### src/rtl/lfsr_rr_sched_pkg.sv
// Shared definitions for the LFSR round-robin burst scheduler.
//   - state_t      : scheduler FSM states (IDLE, BURST)
//   - LFSR_W, taps : width and feedback taps of the shared Fibonacci LFSR
//   - DEFAULT_SEED : LFSR value loaded on reset (must be non-zero)
//   - lfsr_feedback: feedback bit for a given LFSR value
package lfsr_rr_sched_pkg;

    localparam int REQ_COUNT = 4;
    localparam int ID_W      = 2;
    localparam int CNT_W     = 5;     // holds 1..16 remaining words
    localparam int LFSR_W    = 16;

    localparam int TAP_0 = 15;
    localparam int TAP_1 = 13;
    localparam int TAP_2 = 12;
    localparam int TAP_3 = 10;

    localparam logic [LFSR_W-1:0] DEFAULT_SEED = 16'h1001;

    typedef enum logic {
        IDLE  = 1'b0,
        BURST = 1'b1
    } state_t;

    function automatic logic lfsr_feedback(input logic [LFSR_W-1:0] value);
        return value[TAP_0] ^ value[TAP_1] ^ value[TAP_2] ^ value[TAP_3];
    endfunction

endpackage

### src/rtl/lfsr_rr_sched_if.sv
// Request/stream bundle of the LFSR round-robin scheduler.
//   req, burst_len, out_ready : driven by the environment (requesters/consumer)
//   out_valid, out_data, out_id, gnt, busy, done : driven by the scheduler
// The scheduler connects through modport master, the environment through slave.
interface lfsr_rr_sched_if;
    import lfsr_rr_sched_pkg::*;

    logic [REQ_COUNT-1:0] req;
    logic [3:0]           burst_len;
    logic                 out_ready;
    logic                 out_valid;
    logic [LFSR_W-1:0]    out_data;
    logic [ID_W-1:0]      out_id;
    logic [REQ_COUNT-1:0] gnt;
    logic                 busy;
    logic                 done;

    modport master (
        input  req, burst_len, out_ready,
        output out_valid, out_data, out_id, gnt, busy, done
    );

    modport slave (
        output req, burst_len, out_ready,
        input  out_valid, out_data, out_id, gnt, busy, done
    );

endinterface

### src/rtl/lfsr_rr_sched_lfsr_step.sv
// lfsr_step: 16-bit Fibonacci LFSR register that advances by one step when
// en is high, shifting left with the feedback bit entering at bit 0.
//   clk     : clock
//   reset_n : asynchronous active-low reset, loads SEED
//   en      : advance one step on this rising edge
//   value   : current LFSR contents
module lfsr_step
    import lfsr_rr_sched_pkg::*;
#(
    parameter logic [LFSR_W-1:0] SEED = DEFAULT_SEED
) (
    input  logic              clk,
    input  logic              reset_n,
    input  logic              en,
    output logic [LFSR_W-1:0] value
);

    logic [LFSR_W-1:0] lfsr_reg;
    logic [LFSR_W-1:0] lfsr_next;

    assign lfsr_next[0] = lfsr_feedback(lfsr_reg);

    generate
        for (genvar gi = 1; gi < LFSR_W; gi++) begin : g_shift
            assign lfsr_next[gi] = lfsr_reg[gi-1];
        end
    endgenerate

    always_ff @(posedge clk or negedge reset_n) begin
        if (!reset_n) begin
            lfsr_reg <= SEED;
        end else if (en) begin
            lfsr_reg <= lfsr_next;
        end
    end

    assign value = lfsr_reg;

endmodule

### src/rtl/lfsr_rr_sched.sv
// lfsr_rr_sched: round-robin arbiter granting one of NUM_REQ requesters a
// burst of words taken from a single shared LFSR.
//   clk     : clock, all state on its rising edge
//   reset_n : asynchronous active-low reset
//   bus     : request/stream bundle (modport master)
//             req/burst_len are sampled only when arbitrating in IDLE;
//             out_valid/out_data/out_id/gnt/busy describe the running burst;
//             done pulses for one cycle after the last word is accepted.
module lfsr_rr_sched
    import lfsr_rr_sched_pkg::*;
#(
    parameter int                NUM_REQ  = REQ_COUNT,
    parameter logic [LFSR_W-1:0] RST_SEED = DEFAULT_SEED
) (
    input  logic            clk,
    input  logic            reset_n,
    lfsr_rr_sched_if.master bus
);

    state_t             state_reg;
    logic [ID_W-1:0]    ptr_reg;
    logic [CNT_W-1:0]   count_reg;
    logic [NUM_REQ-1:0] gnt_reg;
    logic [ID_W-1:0]    out_id_reg;
    logic               out_valid_reg;
    logic               busy_reg;
    logic               done_reg;

    logic [LFSR_W-1:0]  lfsr_value;
    logic               accept;

    // out_valid is only ever high in BURST, so this is the transfer strobe.
    assign accept = out_valid_reg & bus.out_ready;

    lfsr_step #(
        .SEED (RST_SEED)
    ) u_lfsr (
        .clk     (clk),
        .reset_n (reset_n),
        .en      (accept),
        .value   (lfsr_value)
    );

    // Round-robin search: candidate gi is ptr+gi (mod 4); the lowest
    // candidate slot with a pending request wins.
    logic [ID_W-1:0]    cand [NUM_REQ];
    logic [NUM_REQ-1:0] hit;
    logic [ID_W-1:0]    winner;
    logic [NUM_REQ-1:0] winner_onehot;
    logic [CNT_W-1:0]   load_count;

    generate
        for (genvar gi = 0; gi < NUM_REQ; gi++) begin : g_cand
            assign cand[gi] = ptr_reg + ID_W'(gi);
            assign hit[gi]  = bus.req[cand[gi]];
        end
    endgenerate

    always_comb begin
        winner = cand[0];
        for (int i = NUM_REQ - 1; i >= 0; i--) begin
            if (hit[i]) begin
                winner = cand[i];
            end
        end
    end

    assign winner_onehot = NUM_REQ'(1) << winner;

    // A burst_len of zero encodes the maximum burst of 16 words.
    assign load_count = (bus.burst_len == 4'd0) ? CNT_W'(16) : {1'b0, bus.burst_len};

    always_ff @(posedge clk or negedge reset_n) begin
        if (!reset_n) begin
            state_reg     <= IDLE;
            ptr_reg       <= '0;
            count_reg     <= '0;
            gnt_reg       <= '0;
            out_id_reg    <= '0;
            out_valid_reg <= 1'b0;
            busy_reg      <= 1'b0;
            done_reg      <= 1'b0;
        end else begin
            done_reg <= 1'b0;
            case (state_reg)
                IDLE: begin
                    if (|bus.req) begin
                        gnt_reg       <= winner_onehot;
                        out_id_reg    <= winner;
                        count_reg     <= load_count;
                        out_valid_reg <= 1'b1;
                        busy_reg      <= 1'b1;
                        state_reg     <= BURST;
                    end
                end
                BURST: begin
                    // req and burst_len are deliberately not looked at here:
                    // a granted burst always runs to completion.
                    if (accept) begin
                        count_reg <= count_reg - CNT_W'(1);
                        if (count_reg == CNT_W'(1)) begin
                            gnt_reg       <= '0;
                            out_valid_reg <= 1'b0;
                            busy_reg      <= 1'b0;
                            done_reg      <= 1'b1;
                            ptr_reg       <= out_id_reg + ID_W'(1);
                            state_reg     <= IDLE;
                        end
                    end
                end
                default: state_reg <= IDLE;
            endcase
        end
    end

    assign bus.gnt       = gnt_reg;
    assign bus.out_id    = out_id_reg;
    assign bus.out_valid = out_valid_reg;
    assign bus.busy      = busy_reg;
    assign bus.done      = done_reg;
    assign bus.out_data  = lfsr_value;

endmodule

### src/flat_wrapper.sv
// flat-port wrapper written by rule: the top's interface ports become plain ports
module lfsr_rr_sched_flat import lfsr_rr_sched_pkg::*;
#(
    parameter int                NUM_REQ  = REQ_COUNT,
    parameter logic [LFSR_W-1:0] RST_SEED = DEFAULT_SEED
)
  (clk, reset_n, bus_req, bus_burst_len, bus_out_ready, bus_out_valid, bus_out_data, bus_out_id, bus_gnt, bus_busy, bus_done);
  lfsr_rr_sched_if bus_i ();
  input  logic clk;
  input  logic reset_n;
  input wire logic [$bits(bus_i.req)-1:0] bus_req;
  input wire logic [$bits(bus_i.burst_len)-1:0] bus_burst_len;
  input wire logic [$bits(bus_i.out_ready)-1:0] bus_out_ready;
  output wire logic [$bits(bus_i.out_valid)-1:0] bus_out_valid;
  output wire logic [$bits(bus_i.out_data)-1:0] bus_out_data;
  output wire logic [$bits(bus_i.out_id)-1:0] bus_out_id;
  output wire logic [$bits(bus_i.gnt)-1:0] bus_gnt;
  output wire logic [$bits(bus_i.busy)-1:0] bus_busy;
  output wire logic [$bits(bus_i.done)-1:0] bus_done;
  assign bus_i.req = bus_req;
  assign bus_i.burst_len = bus_burst_len;
  assign bus_i.out_ready = bus_out_ready;
  assign bus_out_valid = bus_i.out_valid;
  assign bus_out_data = bus_i.out_data;
  assign bus_out_id = bus_i.out_id;
  assign bus_gnt = bus_i.gnt;
  assign bus_busy = bus_i.busy;
  assign bus_done = bus_i.done;
  lfsr_rr_sched #(.NUM_REQ(NUM_REQ), .RST_SEED(RST_SEED)) u_core (.clk(clk), .reset_n(reset_n), .bus(bus_i));
endmodule
### config.mk
export PLATFORM = sky130hd
export DESIGN_NAME = lfsr_rr_sched_flat
export DESIGN_NICKNAME = d
export VERILOG_FILES = /design/src/rtl/lfsr_rr_sched_pkg.sv /design/src/rtl/lfsr_rr_sched_if.sv /design/src/rtl/lfsr_rr_sched_lfsr_step.sv /design/src/rtl/lfsr_rr_sched.sv /design/src/flat_wrapper.sv
export SDC_FILE = /design/constraint.sdc
export NUM_CORES = 1
export LEC_CHECK = 0
export ABC_AREA = 1
export BUFFER_PORTS_ARGS = -buffer_cell sky130_fd_sc_hd__buf_2
export CORE_MARGIN = 2
export CORE_UTILIZATION = 54
export DETAILED_ROUTE_END_ITERATION = 6
export PLACE_DENSITY = 0.87
export RECOVER_POWER = 100
export SLEW_MARGIN = 25
export SYNTH_ARGS = -nofsm -noshare
export SYNTH_HDL_FRONTEND = slang
export SYNTH_SLANG_ARGS = --single-unit
### constraint.sdc
create_clock -name clk -period 1.4 [get_ports clk]
set_input_delay 0.21 -clock clk [delete_from_list [all_inputs] [get_ports clk]]
set_output_delay 0.21 -clock clk [all_outputs]
set_load 0.005 [all_outputs]
==> flow_results.org, run 1 <==
** STA
- For the final routed database, the setup TNS stands at -0.218 ns.
- The clock arrives with 0.00716 ns of skew.
- The routed design could run at a clock period as short as 1.47 ns.
- Across all setup checks in the final design, the least slack found is -0.0707 ns.
- Max Freq :: 680 MHz
- Slew at the pin closest to its max-slew limit :: 0.765 ns
- The count of final max-slew check failures is 0.
- Final setup violation count :: 5
- The final critical path takes up 105% of the cycle.
- Count of final hold-check violations :: 0
- The worst pin sits at a relative slew slack of 49.0%.
- Setup repair after global routing missed its margin :: true

** Place
- After detailed placement, the design holds a cell count of 262.
- The HPWL after detailed placement is 2.31 mm.
- The congestion estimate from routability-driven global placement came to 0.932.
- During placement, the flow inserted port buffers numbering 35.
- Pre-CTS setup slack :: -0.0799 ns

** Layout
- The multi-input combinational cells in the finished layout cover a total of 791 um2.
- From synthesis to final layout, the design area changed by 16.8%.
- The register with the most flip-flops in the layout has 16 of them.
- Finished Layout Cells :: 274
- Nets@finish :: 242
- The number of antenna diodes in the final layout is 0.
- Fillers :: 257
- Cells with a size suffix above 1 make up 35.2% of the layout.
- Sequential Area :: 807 um2

** Run status
- Outcome :: finished, violations left
- The checks that failed: setup timing.

** Setup path
- For the worst setup path, the data arrival time is 1.70 ns.
- Data required, critical path :: 1.63 ns
- Crit path capture type :: register
- Along the worst path, the maximum fanout reaches 8.
- STA classifies the critical path startpoint as a register.
- Crit Path Class :: register to register

** Synth
- The Yosys step of the flow raised 0 warnings.
- The most used flip-flop cell after synthesis is sky130_fd_sc_hd__dfrtp_1.
- Averaged over all synthesized cells, the footprint is 8.73 um2.
- In this run, synthesis produced a sequential element count of 32.
- Fraction of post-synthesis cell area in the top cell type by area :: 43.4%
- In the synthesized netlist, the number of instances is 198.
- Synth cell types :: 27
- The number of nets handed over by synthesis was 211.
- Netlist area before placement :: 1730 um2
- Post-synth EDFFs :: 0
- For this run, the register share of the synthesized area comes to 46.5%.
- Summed over all instances, the cell type with the most area after synthesis is sky130_fd_sc_hd__dfrtp_1.
- Among all cell types in the netlist, the one instantiated most often is sky130_fd_sc_hd__nand2_1.
- Ranked by instance count, the synthesized netlist is headed by 54 x sky130_fd_sc_hd__nand2_1, 30 x sky130_fd_sc_hd__dfrtp_1, 16 x sky130_fd_sc_hd__buf_4.
- Top cells by area, synth :: sky130_fd_sc_hd__dfrtp_1 43%, sky130_fd_sc_hd__nand2_1 12%, sky130_fd_sc_hd__mux2_2 7.2%, sky130_fd_sc_hd__buf_4 7.0%, sky130_fd_sc_hd__inv_1 3.3%
- Share of synthesized flip-flops with an asynchronous set or reset :: 100%

** Clock network
- After clock tree synthesis, the clock-pin slew on the worst setup and hold paths is 0.10 ns.
- Number of H-tree branching levels :: 2
- Clk sink count :: 32
- At the later pin of the worst-skew pair, clock insertion delay measures 0.33 ns.
- Clock tree synthesis selected as its root buffer the cell sky130_fd_sc_hd__clkbuf_4.
- Counting the buffers created by CTS gives 5.
- No sink is reached through more buffers than the 2 on the longest clock path.
- TritonCTS built the clock tree.

** Pwr
- The design draws 3.32 mW.
- Power density of the placed cells :: 1650 nW/um2
- Highest ir drop seen on vdd :: 0.000908 V
- Leakage :: 1.05 nW

** Global route
- The total overflow left after global routing is 0.
- Largest net degree at the start of global routing :: 33
- The first global-routing pass estimated 5.39 mm of wire.
- For this run, the total global-route usage over all layers was measured as 20.2%.
- Vias in the first global route :: 1,270
- The initial antenna violation count is 0.

** Drt
- Dividing the detail-routed wire length by the instance count gives 12.6 um.
- Antenna-violating nets left :: 0
- Iteration-0 DRC count of the detailed router :: 82
- DRC Markers :: 0
- For this block, the routed nets add up to 3.45 mm of wire.
- The detailed router placed 1,381 vias in this run.
- First drt pass iteration count :: 4
- Via-per-instance ratio :: 5.04

** Job
- The tool flagged a number of max-cap violations equal to 0.

** Die
- I/O pins :: 36
- In this run the vertical extent of the chip is 60.6 um.
- Effective utilization at floorplan :: 56.6%
- Die Area :: 3670 um2
- Area of the core region :: 3050 um2
- The die is 60.6 um wide.
- The floorplan has 20 rows.

** Worst hold path
- Type of the tightest min-delay check :: input pin to register
==> through the flow <==
step / util (%) / hold WS, ns / cell area [um2]
finish: 66.1 / 0.153 / 2020
global route: 66.1 / 0.145 / 2020
CTS: 63.5 / 0.140 / 1940
detailed placement: 60.9 / 0.250 / 1860
global placement: 60.9 / 0.248 / 1860
floorplan: - / -0.0856 / 1730
==> power by group <==
group / total (mW) / internal [mW] / switching, mW
clock: 0.552 / 0.248 / 0.305
combinational: 1.29 / 0.596 / 0.692
sequential: 1.48 / 1.23 / 0.249
total: 3.32 / 2.08 / 1.25
==> layout make-up <==
cell class	instances	share of cell area [%]
flip-flops and latches	32	40.0
multi-input cells	128	39.2
repair buffers	43	11.3
inverters	19	3.91
clock buffers	8	2.91
well taps	44	2.73
==> timing repair <==
item | in CTS | in global routing
setup endpoints to repair | 5 | 8
pin swaps | 0 | 6
gates resized for setup | 1 | 25
gates cloned | 0 | 0
endpoints found under the hold margin | 30 | 0
setup buffers | 1 | 2
hold buffers | 1 | 0
==> final timing paths <==
kind                                    from                   end  slack [ns]  depth (start not counted)
setup / recovery           u_core.ptr_reg[0]     u_core.bus.gnt[1]       -0.07                         11
hold / removal              bus_burst_len[2]   u_core.count_reg[2]        0.15                          3
setup reg to reg           u_core.ptr_reg[0]     u_core.bus.gnt[1]       -0.07                         11
hold reg to reg            u_core.bus.gnt[3]     u_core.bus.gnt[3]        0.48                          2
max in group asynchronous            reset_n     u_core.ptr_reg[1]        0.32                          3
min in group asynchronous            reset_n  u_core.bus.out_id[1]        0.55                          3
==> cells in the final DEF (no fill, tap or decap), types with 6 or more instances in the layout <==
cell type / instances
sky130_fd_sc_hd__mux2_2: 11
sky130_fd_sc_hd__o21ai_0: 10
sky130_fd_sc_hd__nand3_1: 6
sky130_fd_sc_hd__clkbuf_1: 16
sky130_fd_sc_hd__buf_2: 21
sky130_fd_sc_hd__nand2_2: 11
sky130_fd_sc_hd__nor2_1: 12
sky130_fd_sc_hd__nand3_2: 6
sky130_fd_sc_hd__nand2_1: 42
sky130_fd_sc_hd__a21oi_1: 6
sky130_fd_sc_hd__dfrtp_1: 27
sky130_fd_sc_hd__nand2_4: 7
sky130_fd_sc_hd__inv_1: 15
==> worst max-delay path, stage by stage (launching register included) <==
cell                      delay [ns]
sky130_fd_sc_hd__dfrtp_2        0.51
sky130_fd_sc_hd__inv_8          0.08
sky130_fd_sc_hd__nand2_4        0.08
sky130_fd_sc_hd__nand3_2        0.08
sky130_fd_sc_hd__nand2_1        0.08
sky130_fd_sc_hd__inv_1          0.04
sky130_fd_sc_hd__nand2_1        0.08
sky130_fd_sc_hd__nand2_2        0.09
sky130_fd_sc_hd__nand2_2        0.09
sky130_fd_sc_hd__nand2_2        0.08
sky130_fd_sc_hd__nand3_1        0.08
sky130_fd_sc_hd__nand2_1        0.06
==> metal layers <==
metal  up-vias  global-route usage, %  wire length, um  part of all wire, %
li1        680                      -                -                    -
met1       655                   24.4             1480                   43
met2        35                   33.2             1730                   50
met3        11                   5.12              139                  4.0
met4         0                   11.2               89                  2.6
met5         -                      0                0                    0
==> logic make-up after synthesis <==
family	count (synthesis)	synth area share (%)
flops	32	46.5
fa+ha+maj	2	1.45
simple gates	90	23.4
mux	11	7.17
xor+xnor	5	2.53
buf+inv	38	12.7
compound gates	20	6.30
No activity file was read; power rests on OpenSTA's default activity.
==> inputs of run 2 (changes only) <==
--- a/config.mk
+++ b/config.mk
@@ -9,6 +9,8 @@
 export BUFFER_PORTS_ARGS = -buffer_cell sky130_fd_sc_hd__buf_2
+export CELL_PAD_IN_SITES_DETAIL_PLACEMENT = 2
+export CELL_PAD_IN_SITES_GLOBAL_PLACEMENT = 2
 export CORE_MARGIN = 2
-export CORE_UTILIZATION = 54
+export CORE_UTILIZATION = 32
 export DETAILED_ROUTE_END_ITERATION = 6
-export PLACE_DENSITY = 0.87
+export PLACE_DENSITY = 0.86
 export RECOVER_POWER = 100
--- a/constraint.sdc
+++ b/constraint.sdc
@@ -3,2 +3,2 @@
 set_output_delay 0.21 -clock clk [all_outputs]
-set_load 0.005 [all_outputs]
+set_load 0.01 [all_outputs]
==> flow_results.org, run 2 (same netlist as run 1, synthesis figures left out) <==
** Drt
- Via count of the routed design :: 1,493 (was 1,381)
- The first-pass iteration count of the detailed router came to 4 (unchanged).
- Antenna-violating nets left :: 0 (unchanged)
- The post-detailed-routing wire length came to 5.85 mm (was 3.45 mm).
- Via-per-instance ratio :: 4.88 (was 5.04)
- Post-detailed-route wirelength per cell :: 19.1 um (was 12.6 um)
- Iteration-0 DRC count of the detailed router :: 36 (was 82)
- DRC Markers :: 0 (unchanged)

** Layout
- The final instance area is 2250 um2 (was 2020 um2).
- Most common cell after layout, fill and taps aside :: sky130_fd_sc_hd__nand2_1 (unchanged)
- Fillers :: 576 (was 257)
- The number of flip-flops under the largest register name is 16 (unchanged).
- The fraction of layout instances using a drive strength above 1 came to 44.5% (was 35.2%).
- The area added between synthesis and finish came to 30.5% (was 16.8%).
- Count of antenna diodes in the layout :: 0 (unchanged)
- The final net count was 248 (was 242).
- Most frequent cells in the layout :: 34 x sky130_fd_sc_hd__nand2_1, 28 x sky130_fd_sc_hd__dfrtp_1, 24 x sky130_fd_sc_hd__buf_2 (was 42 x sky130_fd_sc_hd__nand2_1, 27 x sky130_fd_sc_hd__dfrtp_1, 21 x sky130_fd_sc_hd__buf_2)
- Area of combinational cells with multiple inputs :: 893 um2 (was 791 um2)
- The sequential standard cell area came to 806 um2 (was 807 um2).

** Clock network
- The largest buffer count on any clock path came to 2 (unchanged).
- The clock-pin slew on the worst setup and hold paths is 0.07 ns (was 0.10 ns).
- Clock root cell :: sky130_fd_sc_hd__clkbuf_8 (was sky130_fd_sc_hd__clkbuf_4)
- The number of clock sinks seen by CTS is 32 (unchanged).
- The later-pin clock latency in the skew report was 0.29 ns (was 0.33 ns).
- Number of H-tree branching levels :: 2 (unchanged)
- Number of buffers created by CTS :: 5 (unchanged)
- Clock tree from TritonCTS :: done (unchanged)

** Place
- The cell area after placement was 1930 um2 (was 1860 um2).
- The worst-case setup slack after placement is -0.149 ns (was -0.0799 ns).
- Placer congestion estimate :: 0.785 (was 0.932)
- The post-DP HPWL came to 3.58 mm (was 2.31 mm).
- Count of input and output buffers :: 35 (unchanged)

** STA
- Slew at the pin closest to its max-slew limit :: 0.828 ns (was 0.765 ns)
- Max Freq :: 668 MHz (was 680 MHz)
- The final count of hold timing violations is 0 (unchanged).
- Part of the cycle the worst path needs :: 107% (was 105%)
- Fin Clk Skew :: 0.00435 ns (was 0.00716 ns)
- Setup repair after global routing missed its margin: true (unchanged).
- Slew Viols, Final :: 0 (unchanged)
- The worst slew margin relative to its limit was 44.8% (was 49.0%).
- The worst hold-check slack is 0.208 ns (was 0.153 ns).
- The total negative slack for setup checks is -0.451 ns (was -0.218 ns).
- Post-route minimum period :: 1.50 ns (was 1.47 ns)
- Final setup violation count :: 6 (was 5)
- The worst setup slack after layout was -0.0979 ns (was -0.0707 ns).

** Global route
- Residual overflow from global routing :: 0 (unchanged)
- Largest net degree at the start of global routing :: 33 (unchanged)
- Vias in the first global route :: 1,626 (was 1,270)
- Overall Global Routing Usage :: 18.9% (was 20.2%)
- Antenna violations before repair :: 0 (unchanged)
- The first-pass GRT wire length was 8.55 mm (was 5.39 mm).

** Setup path
- Crit Path Class :: register to register (unchanged)
- Worst path cell trace: inv_8, nand2_4, nand2_4, nand2_4, nand2_2, nand2_2, nand3_4, nand2_4, nor2_4, nand3_2, nand2_1 (was inv_8, nand2_4, nand3_2, nand2_1, inv_1, nand2_1, nand2_2, nand2_2, nand2_2, nand3_1, nand2_1).
- Crit path capture type :: register (unchanged)
- Most frequent cell on the critical path :: sky130_fd_sc_hd__nand2_4
- Largest driver fanout on the critical path :: 8 (unchanged)
- The worst reg-to-reg path cell count was 11 (unchanged).
- The critical path startpoint category is a register (unchanged).
- The standard cell with the maximum stage delay on the critical path is sky130_fd_sc_hd__dfrtp_2 (unchanged).
- Stage delay of the slowest cell on the critical path :: 0.50 ns (was 0.51 ns)
- Critical path arrival :: 1.72 ns (was 1.70 ns)
- Data required, critical path :: 1.63 ns (about the same)

** Die
- The total number of placement rows was 26 (was 20).
- The width of the die came to 77.5 um (was 60.6 um).
- Die Height :: 77.5 um (was 60.6 um)
- Die Area :: 6000 um2 (was 3670 um2)
- The number of ports placed on the die boundary was 36 (unchanged).
- The starting density of the core came to 33.4% (was 56.6%).
- Area of the core region :: 5170 um2 (was 3050 um2)

** Pwr
- The worst vdd rail ir drop came to 0.000635 V (was 0.000908 V).
- Leakage :: 1.13 nW (was 1.05 nW)
- Total design power :: 4.12 mW (was 3.32 mW)
- The power per unit of standard cell area is 1830 nW/um2 (was 1650 nW/um2).

** Worst hold path
- The worst hold path class is input pin to register (unchanged).
- The hold-critical path depth was 3 (unchanged).

** Run status
- Outcome :: finished, violations left (unchanged)
- Violated checks :: setup timing (unchanged)

** Job
- Max-cap violation count :: 0 (unchanged)
[run 2: path summary, 6_finish.rpt]
| path | startpoint | to | slack, ns |
|---|---|---|---|
| max | u_core.ptr_reg[0] | u_core.bus.gnt[0] | -0.1 |
| min | bus_burst_len[2] | u_core.count_reg[2] | 0.21 |
| max reg2reg | u_core.ptr_reg[0] | u_core.bus.gnt[0] | -0.1 |
| min reg2reg | u_core.bus.gnt[2] | u_core.bus.gnt[2] | 0.49 |
| max in group asynchronous | reset_n | u_core.ptr_reg[1] | 0.20 |
| min in group asynchronous | reset_n | u_core.bus.done | 0.63 |
[run 2: layout make-up]
cell class | count | area share, %
Clock buffer | 6 | 3.22
Clock inverter | 2 | 1.55
Inverter | 19 | 3.61
Multi-Input combinational cell | 128 | 39.6
Sequential cell | 32 | 35.7
Tap cell | 70 | 3.88
Timing Repair Buffer | 49 | 12.4
[run 2: per-stage QoR]
stage          cells  util [%]
2_1_floorplan    198         -
3_3_place_gp     293      37.3
3_5_place_dp     293      37.3
4_1_cts          303      40.7
5_1_grt          306      43.6
6_report         306      43.6
[run 2: where the power goes]
group          switching [mW]  internal, mW  total (mW)  leakage (nW)
combinational            1.01         0.697        1.71         0.675
clock                   0.367         0.528       0.895        0.0552
sequential              0.277          1.24        1.51         0.404
total                    1.66          2.46        4.12          1.13
[run 2: what timing repair did]
item / 4_1_cts / 5_1_grt
pin swaps: 5 / 23
setup buffers: 1 / 3
endpoints found under the setup margin: 6 / 7
hold buffers: 1 / 0
gates resized for setup: 15 / 36
hold endpoints to repair: 30 / 0
[run 2: metal layers]
metal | track usage, % | share of wire, %
met2 | 34.6 | 54
met1 | 21.8 | 43
met4 | 6.43 | 1.2
met3 | 3.72 | 2.2
met5 | 0 | 0
[run 2: worst max-delay path: cells and delay by family, from the launching register on]
| family | cells | cell delay, ns |
|---|---|---|
| flops | 1 | 0.50 |
| simple gates | 10 | 0.78 |
| buf+inv | 1 | 0.13 |
